## src/rtl/led_uart_frame_loader.sv

```systemverilog
// led_uart_frame_loader: 8N1 UART receiver and row-packet parser producing frame buffer write strobes.
// Optional LED_UART_CHECKSUM_EN: trailing XOR checksum byte, buffered row, burst commit on match.
module led_uart_frame_loader #(
  parameter int CLKS_PER_BIT = 20,
  parameter int ROWS = 8,
  parameter int ROW_BYTES = 4,
  parameter logic [7:0] SYNC_BYTE = 8'hA5
) (
  input  logic                         clk,
  input  logic                         reset,
  input  logic                         uart_data,
  output logic                         fb_we,
  output logic [$clog2(ROWS)-1:0]      fb_row,
  output logic [$clog2(ROW_BYTES)-1:0] fb_col,
  output logic [7:0]                   fb_data,
  output logic                         row_done,
  output logic                         rx_error
);
  localparam int RW = $clog2(ROWS);
  localparam int CW = $clog2(ROW_BYTES);
  localparam int NW = $clog2(CLKS_PER_BIT);
  localparam logic [NW-1:0] FULL = NW'(CLKS_PER_BIT - 1);
  localparam logic [NW-1:0] HALF = NW'(CLKS_PER_BIT / 2 - 1);
  localparam logic [CW-1:0] LAST = CW'(ROW_BYTES - 1);

  typedef enum logic [2:0] {RX_IDLE, RX_START, RX_DATA, RX_STOP, RX_WAIT_IDLE} rx_t;
  typedef enum logic [2:0] {P_SYNC, P_ROW, P_DATA, P_CSUM, P_COMMIT} p_t;

`ifdef LED_UART_CHECKSUM_EN
  localparam p_t AFTER_DATA = P_CSUM;
`else
  localparam p_t AFTER_DATA = P_SYNC;
`endif

  logic          s1, s2;
  rx_t           rx_state, rx_next;
  logic [NW-1:0] cnt, cnt_n;
  logic [2:0]    bit_idx, bit_n;
  logic [7:0]    shift, shift_n;
  logic          byte_valid, frame_err;

  always_ff @(posedge clk or posedge reset)
    if (reset) begin
      s1       <= 1'b1;
      s2       <= 1'b1;
      rx_state <= RX_IDLE;
      cnt      <= '0;
      bit_idx  <= '0;
      shift    <= '0;
    end else begin
      s1       <= uart_data;
      s2       <= s1;
      rx_state <= rx_next;
      cnt      <= cnt_n;
      bit_idx  <= bit_n;
      shift    <= shift_n;
    end

  always_comb begin
    rx_next    = rx_state;
    cnt_n      = cnt + 1'b1;
    bit_n      = bit_idx;
    shift_n    = shift;
    byte_valid = 1'b0;
    frame_err  = 1'b0;
    case (rx_state)
      RX_IDLE: begin
        cnt_n = '0;
        if (!s2) rx_next = RX_START;
      end
      RX_START:
        if (cnt == HALF) begin
          cnt_n   = '0;
          bit_n   = '0;
          rx_next = s2 ? RX_IDLE : RX_DATA;
        end
      RX_DATA:
        if (cnt == FULL) begin
          cnt_n   = '0;
          shift_n = {s2, shift[7:1]};
          bit_n   = bit_idx + 1'b1;
          if (bit_idx == 3'd7) rx_next = RX_STOP;
        end
      RX_STOP:
        if (cnt == FULL) begin
          cnt_n      = '0;
          byte_valid = s2;
          frame_err  = !s2;
          rx_next    = s2 ? RX_IDLE : RX_WAIT_IDLE;
        end
      default: begin
        cnt_n = '0;
        if (s2) rx_next = RX_IDLE;
      end
    endcase
  end

  p_t            p_state, p_next;
  logic [RW-1:0] row, row_n, fb_row_n;
  logic [CW-1:0] col, col_n, fb_col_n;
  logic [7:0]    fb_data_n;
  logic          we_n, err_n;

`ifdef LED_UART_CHECKSUM_EN
  logic [7:0] mem [ROW_BYTES];
  logic [7:0] csum, csum_n;
  logic       mem_we;

  always_ff @(posedge clk)
    if (mem_we) mem[col] <= shift;
`endif

  always_comb begin
    p_next    = p_state;
    row_n     = row;
    col_n     = col;
    we_n      = 1'b0;
    err_n     = frame_err;
    fb_row_n  = fb_row;
    fb_col_n  = fb_col;
    fb_data_n = fb_data;
`ifdef LED_UART_CHECKSUM_EN
    csum_n = csum;
    mem_we = 1'b0;
`endif
    if (frame_err)
      p_next = P_SYNC;
`ifdef LED_UART_CHECKSUM_EN
    else if (p_state == P_COMMIT) begin
      we_n      = 1'b1;
      fb_row_n  = row;
      fb_col_n  = col;
      fb_data_n = mem[col];
      col_n     = col + 1'b1;
      if (col == LAST) p_next = P_SYNC;
    end
`endif
    else if (byte_valid)
      case (p_state)
        P_SYNC: if (shift == SYNC_BYTE) p_next = P_ROW;
        P_ROW:
          if (32'(shift) < ROWS) begin
            row_n  = RW'(shift);
            col_n  = '0;
            p_next = P_DATA;
`ifdef LED_UART_CHECKSUM_EN
            csum_n = shift;
`endif
          end else begin
            err_n  = 1'b1;
            p_next = P_SYNC;
          end
        P_DATA: begin
`ifdef LED_UART_CHECKSUM_EN
          mem_we = 1'b1;
          csum_n = csum ^ shift;
`else
          we_n      = 1'b1;
          fb_row_n  = row;
          fb_col_n  = col;
          fb_data_n = shift;
`endif
          col_n = col + 1'b1;
          if (col == LAST) p_next = AFTER_DATA;
        end
`ifdef LED_UART_CHECKSUM_EN
        // col 0 goes out with the checksum so the burst starts one cycle after it
        P_CSUM:
          if (shift == csum) begin
            we_n      = 1'b1;
            fb_row_n  = row;
            fb_col_n  = '0;
            fb_data_n = mem[0];
            col_n     = CW'(1);
            p_next    = P_COMMIT;
          end else begin
            err_n  = 1'b1;
            p_next = P_SYNC;
          end
`endif
        default: ;
      endcase
  end

  always_ff @(posedge clk or posedge reset)
    if (reset) begin
      p_state  <= P_SYNC;
      row      <= '0;
      col      <= '0;
      fb_we    <= 1'b0;
      fb_row   <= '0;
      fb_col   <= '0;
      fb_data  <= '0;
      row_done <= 1'b0;
      rx_error <= 1'b0;
`ifdef LED_UART_CHECKSUM_EN
      csum     <= '0;
`endif
    end else begin
      p_state  <= p_next;
      row      <= row_n;
      col      <= col_n;
      fb_we    <= we_n;
      fb_row   <= fb_row_n;
      fb_col   <= fb_col_n;
      fb_data  <= fb_data_n;
      row_done <= fb_we && fb_col == LAST;
      rx_error <= err_n;
`ifdef LED_UART_CHECKSUM_EN
      csum     <= csum_n;
`endif
    end
endmodule

```

## config.mk

```make
export PLATFORM = sky130hd
export DESIGN_NAME = led_uart_frame_loader
export DESIGN_NICKNAME = d
export VERILOG_FILES = /design/src/rtl/led_uart_frame_loader.sv
export SDC_FILE = /design/constraint.sdc
export NUM_CORES = 1
export LEC_CHECK = 0
export BUFFER_PORTS_ARGS = -buffer_cell sky130_fd_sc_hd__buf_2
export CORE_MARGIN = 5
export CORE_UTILIZATION = 50
export DETAILED_ROUTE_END_ITERATION = 12
export PLACE_DENSITY = 0.71
export RECOVER_POWER = 100
export SETUP_SLACK_MARGIN = 0.1
export SYNTH_ARGS = -nofsm -noshare
export SYNTH_HDL_FRONTEND = slang
export SYNTH_SLANG_ARGS = --single-unit
```

## constraint.sdc

```tcl
create_clock -name clk -period 5.1 [get_ports clk]
set_clock_uncertainty 0.05 [all_clocks]
set_input_delay 0.765 -clock clk [delete_from_list [all_inputs] [get_ports clk]]
set_output_delay 0.765 -clock clk [all_outputs]
set_load 0.01 [all_outputs]
```

==> results of run 1 <==
==> critical path, stage by stage, from the launching register on <==
cell	delay, ns
sky130_fd_sc_hd__dfrtp_1	0.40
sky130_fd_sc_hd__ha_1	0.23
sky130_fd_sc_hd__nand4bb_1	0.22
sky130_fd_sc_hd__nor3b_1	1.37
sky130_fd_sc_hd__mux2_2	0.45
==> routing by layer <==
layer	part of all wire (%)	global-route usage, %
met1	44	18.43
met2	50	24.41
met3	4.8	4.241
met4	0.55	6.036
met5	0	0
==> metrics by stage <==
stage | cell area (µm²) | setup slack, ns | total power, µW | util [%]
final | 2182 | 2.274 | 672.9 | 55.35
after global routing | 2182 | 1.901 | 701.7 | 55.35
after CTS | 2275 | 2.859 | 683.3 | 57.70
after detailed placement | 2153 | 2.895 | 405.6 | 54.62
after global placement | 2153 | 3.009 | 401.8 | 54.62
after floorplan | 2014 | 3.256 | 396.5 | -
==> power by group <==
group          switching [µW]  internal (µW)  total (µW)
registers                9.12            357         366
clock network             119            160         279
logic                    16.4           11.3        27.7
==> cell families (layout without fill, tap and decap cells) <==
| group | count (synthesis) | count (layout) | share of synthesized area, % |
|---|---|---|---|
| and+or+nand+nor | 38 | 38 | 12.36 |
| AOI/OAI and AO/OA | 24 | 24 | 8.261 |
| xor gates and xnor gates | 3 | 3 | 1.305 |
| DFF | 44 | 44 | 54.78 |
| muxes | 25 | 25 | 15.59 |
| adders and majority gates | 8 | 8 | 4.969 |
| buffers and inverters | 12 | 36 | 2.732 |
==> final timing paths <==
path                              endpoint  cells after the start  slack, ns   start
worst max-delay path              shift[1]                      4       2.27  cnt[0]
worst min-delay path                    s2                      0       0.31      s1
worst max register to register    shift[1]                      4       2.27  cnt[0]
worst min register to register          s2                      0       0.31      s1
max in group asynchronous       bit_idx[2]                      3       2.48   reset
min in group asynchronous           col[1]                      3       1.23   reset
==> synth_stat cells, types with 2 or more instances <==
| cell | number | share of area (%) |
|---|---|---|
| sky130_fd_sc_hd__a21oi_1 | 4 | 0.99 |
| sky130_fd_sc_hd__a22o_1 | 2 | 0.87 |
| sky130_fd_sc_hd__a31oi_1 | 2 | 0.62 |
| sky130_fd_sc_hd__and3_1 | 2 | 0.62 |
| sky130_fd_sc_hd__dfrtp_1 | 42 | 52 |
| sky130_fd_sc_hd__dfstp_2 | 2 | 2.6 |
| sky130_fd_sc_hd__ha_1 | 8 | 5.0 |
| sky130_fd_sc_hd__inv_1 | 9 | 1.7 |
| sky130_fd_sc_hd__mux2_2 | 15 | 8.4 |
| sky130_fd_sc_hd__mux2_4 | 9 | 6.7 |
| sky130_fd_sc_hd__nand2_1 | 11 | 2.0 |
| sky130_fd_sc_hd__nand3_1 | 2 | 0.50 |
| sky130_fd_sc_hd__nand3b_1 | 2 | 0.75 |
| sky130_fd_sc_hd__nor2_1 | 6 | 1.1 |
| sky130_fd_sc_hd__nor2b_1 | 2 | 0.62 |
| sky130_fd_sc_hd__o211ai_1 | 3 | 1.1 |
| sky130_fd_sc_hd__o21ai_0 | 4 | 0.99 |
| sky130_fd_sc_hd__o31a_1 | 2 | 0.87 |
| sky130_fd_sc_hd__o31ai_1 | 3 | 1.1 |
| sky130_fd_sc_hd__xor2_1 | 2 | 0.87 |
==> flip-flops by register name, summed over array words and instances, names as in the netlist <==
register  flops
rx_error      1
fb_data       8
fb_we         1
bit_idx       3
fb_row        3
fb_col        2
row           3
p_state       2
cnt           5
s1            1
s2            1
rx_state      3
shift         8
col           2
row_done      1
==> cells in the final DEF (no fill, tap or decap), types with 2 or more instances in the layout <==
cell                         n
sky130_fd_sc_hd__inv_1       8
sky130_fd_sc_hd__xor2_1      2
sky130_fd_sc_hd__nand3b_1    2
sky130_fd_sc_hd__a21oi_1     4
sky130_fd_sc_hd__buf_2       2
sky130_fd_sc_hd__o31a_1      2
sky130_fd_sc_hd__o31ai_1     3
sky130_fd_sc_hd__and3_1      2
sky130_fd_sc_hd__o211ai_1    3
sky130_fd_sc_hd__nand2_1    12
sky130_fd_sc_hd__o21ai_0     4
sky130_fd_sc_hd__nor2_1      6
sky130_fd_sc_hd__ha_1        8
sky130_fd_sc_hd__clkbuf_8    6
sky130_fd_sc_hd__a31oi_1     2
sky130_fd_sc_hd__clkbuf_1   17
sky130_fd_sc_hd__nand3_1     2
sky130_fd_sc_hd__nand4bb_1   2
sky130_fd_sc_hd__a22o_1      2
sky130_fd_sc_hd__nor2b_1     2
sky130_fd_sc_hd__nor3b_1     3
sky130_fd_sc_hd__dfrtp_1    42
sky130_fd_sc_hd__mux2_1     10
sky130_fd_sc_hd__dfstp_2     2
sky130_fd_sc_hd__mux2_2     14
==> cell type report <==
type	count	area (µm²)
clock buffer	6	82.58
clock inverter	2	38.79
fill	326	1760
inverter	9	33.78
multi-input combinational	98	787.0
sequential	44	1104
tap	50	62.56
timing repair buffer	19	73.82
==> results by group, run 1 <==
Setup path
  – Arr. time, crit path: between 2 and 3 ns
  – Launching element type of the critical path: register
  – CP endpoint kind: register
  – Startpoint-to-endpoint class of the critical path: register to register
  – Worst-path fanout max: 14
  – Worst EP required: 5.22 ns

Timing
  – Worst Tran Pin Value: about 2.3 ns
  – Final Hold Vio Count: 0
  – Worst hold margin: 0.3097 ns
  – Final count of negative-setup-slack endpoints: 0
  – Final Critical Period: around 2.8 ns
  – Peak Freq: 0.3539 GHz
  – RSZ-0062 raised after global routing: false
  – Final period util: a little under three fifths
  – Headroom to the max-slew limit: -51.15%
  – TNS Setup: 0 ns
  – Max Transition Viols Final: 60

Placed design
  – Hpwl dp: ~2500 µm
  – Total of buffers placed on input and output ports: 18
  – Placed Cells: 220
  – Weighted congestion reported at the end of routability-driven placement: 0.8758

Drt
  – Pre-Repair DR Iteration Count: 4
  – Post-DRT Antenna Nets: 0
  – Routed wire length per instance: 15.19 µm
  – Vias after detailed routing: between 1000 and 1500
  – DR iter-0 viols: 62
  – Final routed wirelength across all metal layers: 3464 µm
  – Vias per Instance: roughly 5.5
  – Remaining routing DRC violations: 0

Synthesis
  – Cell Area, Synth: a little over 2000 µm²
  – Synthesized area per cell: around 13 µm²
  – Register bit count reported by yosys: 44
  – Async S/R FF share, synth: 100.0%
  – Number of nets produced by synthesis: between 150 and 200
  – Distinct cells, synth: between 40 and 50
  – Post-Syn Instances: 154
  – EDFF count, synth: 0
  – Yosys warning total: 0
  – Most used flip-flop cell after synthesis: sky130_fd_sc_hd__dfrtp_1
  – Sequential cell area fraction in the yosys report: 54.78%

Clocking
  – Clk pin slew, worst setup/hold paths: ~0.080 ns
  – Insertion delay to the later sink of the worst-skew pair: a little under 0.3 ns
  – Buffer count from post-CTS setup fixing: 0
  – Clk sinks: between 40 and 50
  – Maximum buffer depth of the clock tree: 2
  – Root buffer selected by CTS: sky130_fd_sc_hd__clkbuf_8
  – Number of H-tree levels: 2
  – Number of gates resized after cts: 0
  – Clock tree from TritonCTS: yes
  – Number of CTS-inserted buffers: 5
  – Hold_buf cts: 0

Die
  – Area of the die: about 5400 µm²
  – Width of the die: between 70 and 80 µm
  – I/O pin count: 19
  – Initial Utilization: roughly half
  – Number of rows created at floorplan: 23
  – Placeable core area: a little under 4000 µm²
  – Vertical extent of the die: 73.48 µm

Worst hold path
  – Worst Hold Class: register to register

Flow run
  – Maximum capacitance violations: 2

GRT
  – Total track usage: approximately 15%
  – Pin count of the biggest net entering global routing: 45
  – Remaining global-route overflow: 0
  – First-pass GRT wire length: 6141 µm
  – Initial antenna violation count: 0
  – Vias in the first global route: 1331

Finish
  – Number of standard cells in the final layout excluding fillers: around 230
  – Relative area change from synthesis to final layout: 8.323%
  – Share of post-route cells with drive strength above 1: 15.17%
  – Antenna fix cells: 0
  – Nets: roughly 190

Power
  – Worst IR drop on VDD: just over 0.2 mV
  – Leak Pwr: 0.001056 µW
  – Cell area power density: about 300 nW/µm²

Run status
  – Violations in the final reports: max-capacitance violations, max-slew violations
  – Result of the run: finished, violations left
No activity file was read; power rests on OpenSTA's default activity.
==> inputs of run 2 (changes only) <==
clock period = 2.9 ns   (was 5.1 ns; I/O delays follow)
==> run 2 against run 1 <==
Compared with the run above: power rose by 75%; clock power rose by 74%; critical path depth rose by 1; sequential cell count did not move; global-route usage fell by 0.18 points; via count rose by 1.1%; highest routed layer unchanged; worst setup slack got worse by 1.7 ns; critical path type unchanged; the flow now finishes without violations; sequential share of layout area fell by 0.40 points; utilization rose by 0.44 points; first-iteration DRC count fell by 4.8%; register-to-register slack got worse by 1.7 ns.
==> results by group, run 2 (synthesized netlist as in run 1, its figures left out) <==
Finish
  – Sequential cell area in the final layout: 1104 µm² (unchanged)
  – Area used by multi-input combinational logic: 800.8 µm² (+1.7%)
  – Relative area change from synthesis to final layout: 9.193%
  – Total of fill cells in the finished design: 339 (+4.0%)
  – Nets: 189 (+0.53%)
  – Largest registers: fb_data x8, shift x8, cnt x5
  – Most common cell after layout, fill and taps aside: sky130_fd_sc_hd__dfrtp_1
  – Share of post-route cells with drive strength above 1: 16.76% (+1.6 points)
  – Most frequent cells in the layout: sky130_fd_sc_hd__dfrtp_1, sky130_fd_sc_hd__clkbuf_1, sky130_fd_sc_hd__mux2_2
  – Area of all placed cells without fillers: 2200 µm² (+0.80%)
  – Antenna fix cells: 0 (unchanged)

Placed design
  – Total of buffers placed on input and output ports: 18 (unchanged)
  – Dpl cell area: 2161 µm² (+0.35%)
  – Hpwl dp: 2606 µm (+3.7%)
  – Weighted congestion reported at the end of routability-driven placement: 0.8357 (-4.6%)

Setup path
  – Launching element type of the critical path: register
  – CP endpoint kind: register
  – Startpoint-to-endpoint class of the critical path: register to register
  – Cell chain of the critical path: ha_1 -> nand4bb_1 -> nor3b_1 -> clkbuf_1 -> mux2_2
  – Worst-path fanout max: 14 (unchanged)
  – Delay of the slowest cell on the worst path: 0.57 ns (-0.80 ns)
  – Worst path slowest cell: sky130_fd_sc_hd__clkbuf_1
  – Worst EP required: 3.03 ns (-2.19 ns)
  – Arr. time, crit path: 2.42 ns (-0.53 ns)

Drt
  – Routed wire length per instance: 15.37 µm (+1.1%)
  – Pre-Repair DR Iteration Count: 4 (unchanged)
  – Remaining routing DRC violations: 0 (unchanged)
  – DR iter-0 viols: 59 (-4.8%)
  – Vias per Instance: 5.489 (+0.68%)
  – Vias after detailed routing: 1257 (+1.1%)
  – Post-DRT Antenna Nets: 0 (unchanged)
  – Final routed wirelength across all metal layers: 3519 µm (+1.6%)

Timing
  – Final period util: 79.04% (+24 points)
  – Peak Freq: 0.4363 GHz (+23%)
  – Worst Tran Pin Value: 0.9599 ns (-1.307 ns)
  – TNS Setup: 0 ns (unchanged)
  – Final Hold Vio Count: 0 (unchanged)
  – Final Critical Period: 2.292 ns (-0.5340 ns)
  – RSZ-0062 raised after global routing: false
  – Final count of negative-setup-slack endpoints: 0 (unchanged)
  – Headroom to the max-slew limit: 35.61% (+87 points)
  – Max Transition Viols Final: 0 (-100%)

GRT
  – Initial antenna violation count: 0 (unchanged)
  – Total track usage: 14.71% (-0.18 points)
  – Vias in the first global route: 1319 (-0.90%)
  – First-pass GRT wire length: 6113 µm (-0.46%)
  – Remaining global-route overflow: 0 (unchanged)
  – Pin count of the biggest net entering global routing: 29 (-36%)

Die
  – Width of the die: 73.48 µm (unchanged)
  – Vertical extent of the die: 73.48 µm (unchanged)
  – Initial Utilization: 51.09% (unchanged)
  – I/O pin count: 19 (unchanged)
  – Number of rows created at floorplan: 23 (unchanged)
  – Placeable core area: 3943 µm² (unchanged)
  – Area of the die: 5399 µm² (unchanged)

Power
  – Cell area power density: 536.4 nW/µm² (+74%)
  – Worst IR drop on VDD: 0.3027 mV (+49%)
  – Leak Pwr: 0.001067 µW (+0.98%)

Clocking
  – Clk pin slew, worst setup/hold paths: 0.09 ns (about the same)
  – Hold_buf cts: 0 (unchanged)
  – Clk sinks: 44 (unchanged)
  – Number of CTS-inserted buffers: 5 (unchanged)
  – Root buffer selected by CTS: sky130_fd_sc_hd__clkbuf_8
  – Number of gates resized after cts: 0 (unchanged)
  – Maximum buffer depth of the clock tree: 2 (unchanged)
  – Buffer count from post-CTS setup fixing: 0 (unchanged)
  – Clock tree from TritonCTS: yes
  – Insertion delay to the later sink of the worst-skew pair: 0.30 ns (about the same)
  – Number of H-tree levels: 2 (unchanged)

Worst hold path
  – Worst Hold Class: input port to async pin

Flow run
  – Maximum capacitance violations: 0 (-2)

Run status
  – Result of the run: finished clean
-- run 2: cell types whose count changed in the layout (fill, tap and decap cells not counted), sizes merged --
cell    change
clkbuf      +1
-- run 2: worst paths after layout --
path,depth (start not counted),endpoint,slack [ns],startpoint
min in group clk,1,s1,0.18,uart_data
worst max register to register,5,shift[6],0.61,cnt[0]
max in group asynchronous,3,rx_state[0],1.38,reset
worst max-delay path,5,shift[6],0.61,cnt[0]
worst min-delay path,2,col[1],0.18,reset
worst min register to register,0,s2,0.31,s1
-- run 2: power by group --
part | internal (µW) | switching, µW
combinational | 20.1 | 29.0
clock | 282 | 204
sequential | 628 | 16.7
total | 930 | 250
-- run 2: through the flow --
step	instances	hold WS, ns	utilization (%)	total power, µW	setup WS [ns]
CTS	229	0.1755	57.89	1198	0.8121
floorplan	154	0.2952	-	697.2	1.056
detailed placement	221	0.2991	54.81	712.5	0.8194
finish	229	0.1783	55.79	1180	0.6079
global route	229	0.1700	55.79	1233	0.4709
global placement	221	0.2990	54.81	707.0	0.9209
-- run 2: critical path: cells and delay by family, from the launching register on --
family / cells / cell delay [ns]
buffers and inverters: 1 / 0.57
and+or+nand+nor: 2 / 0.51
muxes: 1 / 0.41
DFF: 1 / 0.40
adders and majority gates: 1 / 0.23
-- run 2: area by class of cell --
type                       instances  share of cell area, %
clock buffer                       6                  3.754
clock inverter                     2                  1.763
inverter                           9                  1.536
multi-input combinational         98                  36.40
sequential                        44                  50.17
tap                               50                  2.844
timing repair buffer              20                  3.527
-- run 2: layer usage --
metal | vias up | routed length, µm | global-route usage [%]
li1 | 595 | - | -
met1 | 635 | 1560 | 18.83
met2 | 21 | 1759 | 23.92
met3 | 6 | 147 | 4.241
met4 | 0 | 51 | 4.829
met5 | - | 0 | 0
==> inputs of run 3 (changes only) <==
clock period = 2.4 ns   (was 2.9 ns; I/O delays follow)
==> run 3 against run 2 <==
Compared with the run above: power increased by 21%; worst setup slack got worse by 0.33 ns; die area unchanged; fmax increased by 8.1%; first-iteration DRC count increased by 32%; largest cell class unchanged; routed wire length decreased by 3.1%; global-route usage decreased by 0.43 points; clock power increased by 21%; cell count increased by 0.44%; register-to-register slack got worse by 0.33 ns.
==> results by group, run 3 (synthesized netlist as in run 1, its figures left out) <==
Finish
  – Nets: 190 (+0.53%)
  – Total of fill cells in the finished design: 338 (-0.29%)
  – Area of all placed cells without fillers: 2207 µm² (+0.34%)
  – Antenna fix cells: 0 (unchanged)
  – Share of post-route cells with drive strength above 1: 17.22% (+0.46 points)
  – Most common cell after layout, fill and taps aside: sky130_fd_sc_hd__dfrtp_1
  – Relative area change from synthesis to final layout: 9.565%
  – Most frequent cells in the layout: sky130_fd_sc_hd__dfrtp_1, sky130_fd_sc_hd__clkbuf_1, sky130_fd_sc_hd__mux2_2
  – Largest registers: fb_data x8, shift x8, cnt x5

GRT
  – First-pass GRT wire length: 5871 µm (-4.0%)
  – Initial antenna violation count: 0 (unchanged)
  – Vias in the first global route: 1260 (-4.5%)
  – Remaining global-route overflow: 0 (unchanged)
  – Met3 global-route usage: 4.925% (+0.68 points)
  – Met2 track demand over resource: 20.96% (-3.0 points)
  – GR peak layer: met2
  – Routing usage on met1: 19.59% (+0.76 points)
  – Total track usage: 14.28% (-0.43 points)
  – Pin count of the biggest net entering global routing: 34 (+17%)

Timing
  – Final Hold Vio Count: 0 (unchanged)
  – Final Critical Period: 2.120 ns (-0.1717 ns)
  – Max Transition Viols Final: 0 (unchanged)
  – Final period util: 88.35% (+9.3 points)
  – TNS Setup: 0 ns (unchanged)
  – Headroom to the max-slew limit: 24.60% (-11 points)
  – Peak Freq: 0.4716 GHz (+8.1%)
  – Final count of negative-setup-slack endpoints: 0 (unchanged)
  – RSZ-0062 raised after global routing: false
  – Worst Tran Pin Value: 1.124 ns (+0.1642 ns)
  – Worst hold margin: 0.1163 ns (-0.06199 ns)

Setup path
  – Worst-path fanout max: 7 (-7)
  – Cell chain of the critical path: ha_1 -> nand4bb_1 -> nor3b_4 -> and2_0 -> mux2_2
  – Arr. time, crit path: 2.26 ns (-0.16 ns)
  – Delay of the slowest cell on the worst path: 0.40 ns (-0.17 ns)
  – Kind of cell adding the most delay to the critical path: simple AND/OR/NAND/NOR gates
  – Worst path slowest cell: sky130_fd_sc_hd__dfrtp_1
  – CP endpoint kind: register
  – Startpoint-to-endpoint class of the critical path: register to register
  – Launching element type of the critical path: register
  – Worst EP required: 2.54 ns (-0.49 ns)
  – Combined buffer and inverter count along the critical path: 0 (-1)
  – Reg-to-reg slack, setup: 0.28 ns (-0.33 ns)

Clocking
  – Clk pin slew, worst setup/hold paths: 0.09 ns (about the same)
  – Buffer count from post-CTS setup fixing: 0 (unchanged)
  – Insertion delay to the later sink of the worst-skew pair: 0.30 ns (about the same)
  – Number of CTS-inserted buffers: 5 (unchanged)
  – Root buffer selected by CTS: sky130_fd_sc_hd__clkbuf_8
  – Clock tree from TritonCTS: yes
  – Number of H-tree levels: 2 (unchanged)
  – Maximum buffer depth of the clock tree: 2 (unchanged)
  – Number of gates resized after cts: 0 (unchanged)
  – Clk sinks: 44 (unchanged)
  – Hold_buf cts: 0 (unchanged)

Drt
  – Post-DRT Antenna Nets: 0 (unchanged)
  – Final routed wirelength across all metal layers: 3411 µm (-3.1%)
  – Vias after detailed routing: 1248 (-0.72%)
  – DR iter-0 viols: 78 (+32%)
  – Routed wire length per instance: 14.83 µm (-3.5%)
  – Pre-Repair DR Iteration Count: 4 (unchanged)
  – Vias per Instance: 5.426 (-1.1%)
  – Remaining routing DRC violations: 0 (unchanged)

Placed design
  – Weighted congestion reported at the end of routability-driven placement: 0.8767 (+4.9%)
  – Total of buffers placed on input and output ports: 18 (unchanged)
  – Dpl cell area: 2168 µm² (+0.35%)
  – Hpwl dp: 2485 µm (-4.6%)

Power
  – Net Sw Frac: 21.22% (+0.023 points)
  – Seq pwr share: 54.6% (about the same)
  – Share of power burned in combinational logic: 4.2% (about the same)
  – Switching component of the power: 302.8 µW (+21%)
  – Fraction of power consumed by the clock network: 41.2% (about the same)
  – Cell-internal power: 1124 µW (+21%)
  – Worst IR drop on VDD: 0.4234 mV (+40%)
  – Leak Pwr: 0.001072 µW (+0.51%)
  – Cell area power density: 646.6 nW/µm² (+21%)

Die
  – Area of the die: 5399 µm² (unchanged)
  – Number of rows created at floorplan: 23 (unchanged)
  – Width of the die: 73.48 µm (unchanged)
  – Placeable core area: 3943 µm² (unchanged)
  – Vertical extent of the die: 73.48 µm (unchanged)
  – Initial Utilization: 51.09% (unchanged)
  – I/O pin count: 19 (unchanged)

Worst hold path
  – Worst Hold Class: input port to register

Run status
  – Result of the run: finished clean

Flow run
  – Maximum capacitance violations: 0 (unchanged)
-- run 3: power by group through the flow --
| stage | sequential, µW | clock, µW | combinational (µW) |
|---|---|---|---|
| final | 779 | 588 | 60.2 |
| after CTS | 779 | 604 | 67.9 |
| after detailed placement | 793 | 0 | 68.1 |
| after global routing | 783 | 636 | 68.3 |
| after floorplan | 788 | 0 | 54.6 |
| after global placement | 792 | 0 | 63.7 |
-- run 3: through the flow --
step	cells	total power [µW]	setup WS [ns]	utilization, %
finish	230	1427	0.2796	55.98
global route	230	1488	0.1656	55.98
CTS	230	1451	0.3323	58.08
detailed placement	222	861.5	0.3450	55.00
global placement	222	855.7	0.4240	55.00
floorplan	154	842.5	0.5561	-
-- run 3: area by class of cell --
cell class / instances / area [µm²] / share of cell area (%)
Clock buffer: 6 / 82.58 / 3.741
Clock inverter: 2 / 38.79 / 1.757
Inverter: 9 / 33.78 / 1.531
Multi-Input combinational cell: 98 / 800.8 / 36.28
Sequential cell: 44 / 1104 / 50.00
Tap cell: 50 / 62.56 / 2.834
Timing Repair Buffer: 21 / 85.08 / 3.855
-- run 3: worst paths after layout --
check,end,depth (start not counted),start
hold / removal,s1,1,uart_data
setup reg to reg,row[0],5,cnt[0]
hold reg to reg,s2,0,s1
min in group asynchronous,shift[6],2,reset
max in group asynchronous,row[1],3,reset
setup / recovery,row[0],5,cnt[0]
-- run 3: worst register-to-register path: cells and delay by family (launching register included) --
| family | cells | cell delay, ns |
|---|---|---|
| adder cells (fa/ha/maj) | 1 | 0.22 |
| flip-flops | 1 | 0.40 |
| multiplexers | 1 | 0.38 |
| AND/OR/NAND/NOR | 3 | 0.98 |
-- run 3: metal layers --
layer	routed length, µm	part of all wire, %
met3	148	4.3
met1	1635	48
met5	0	0
met4	19	0.56
met2	1608	47
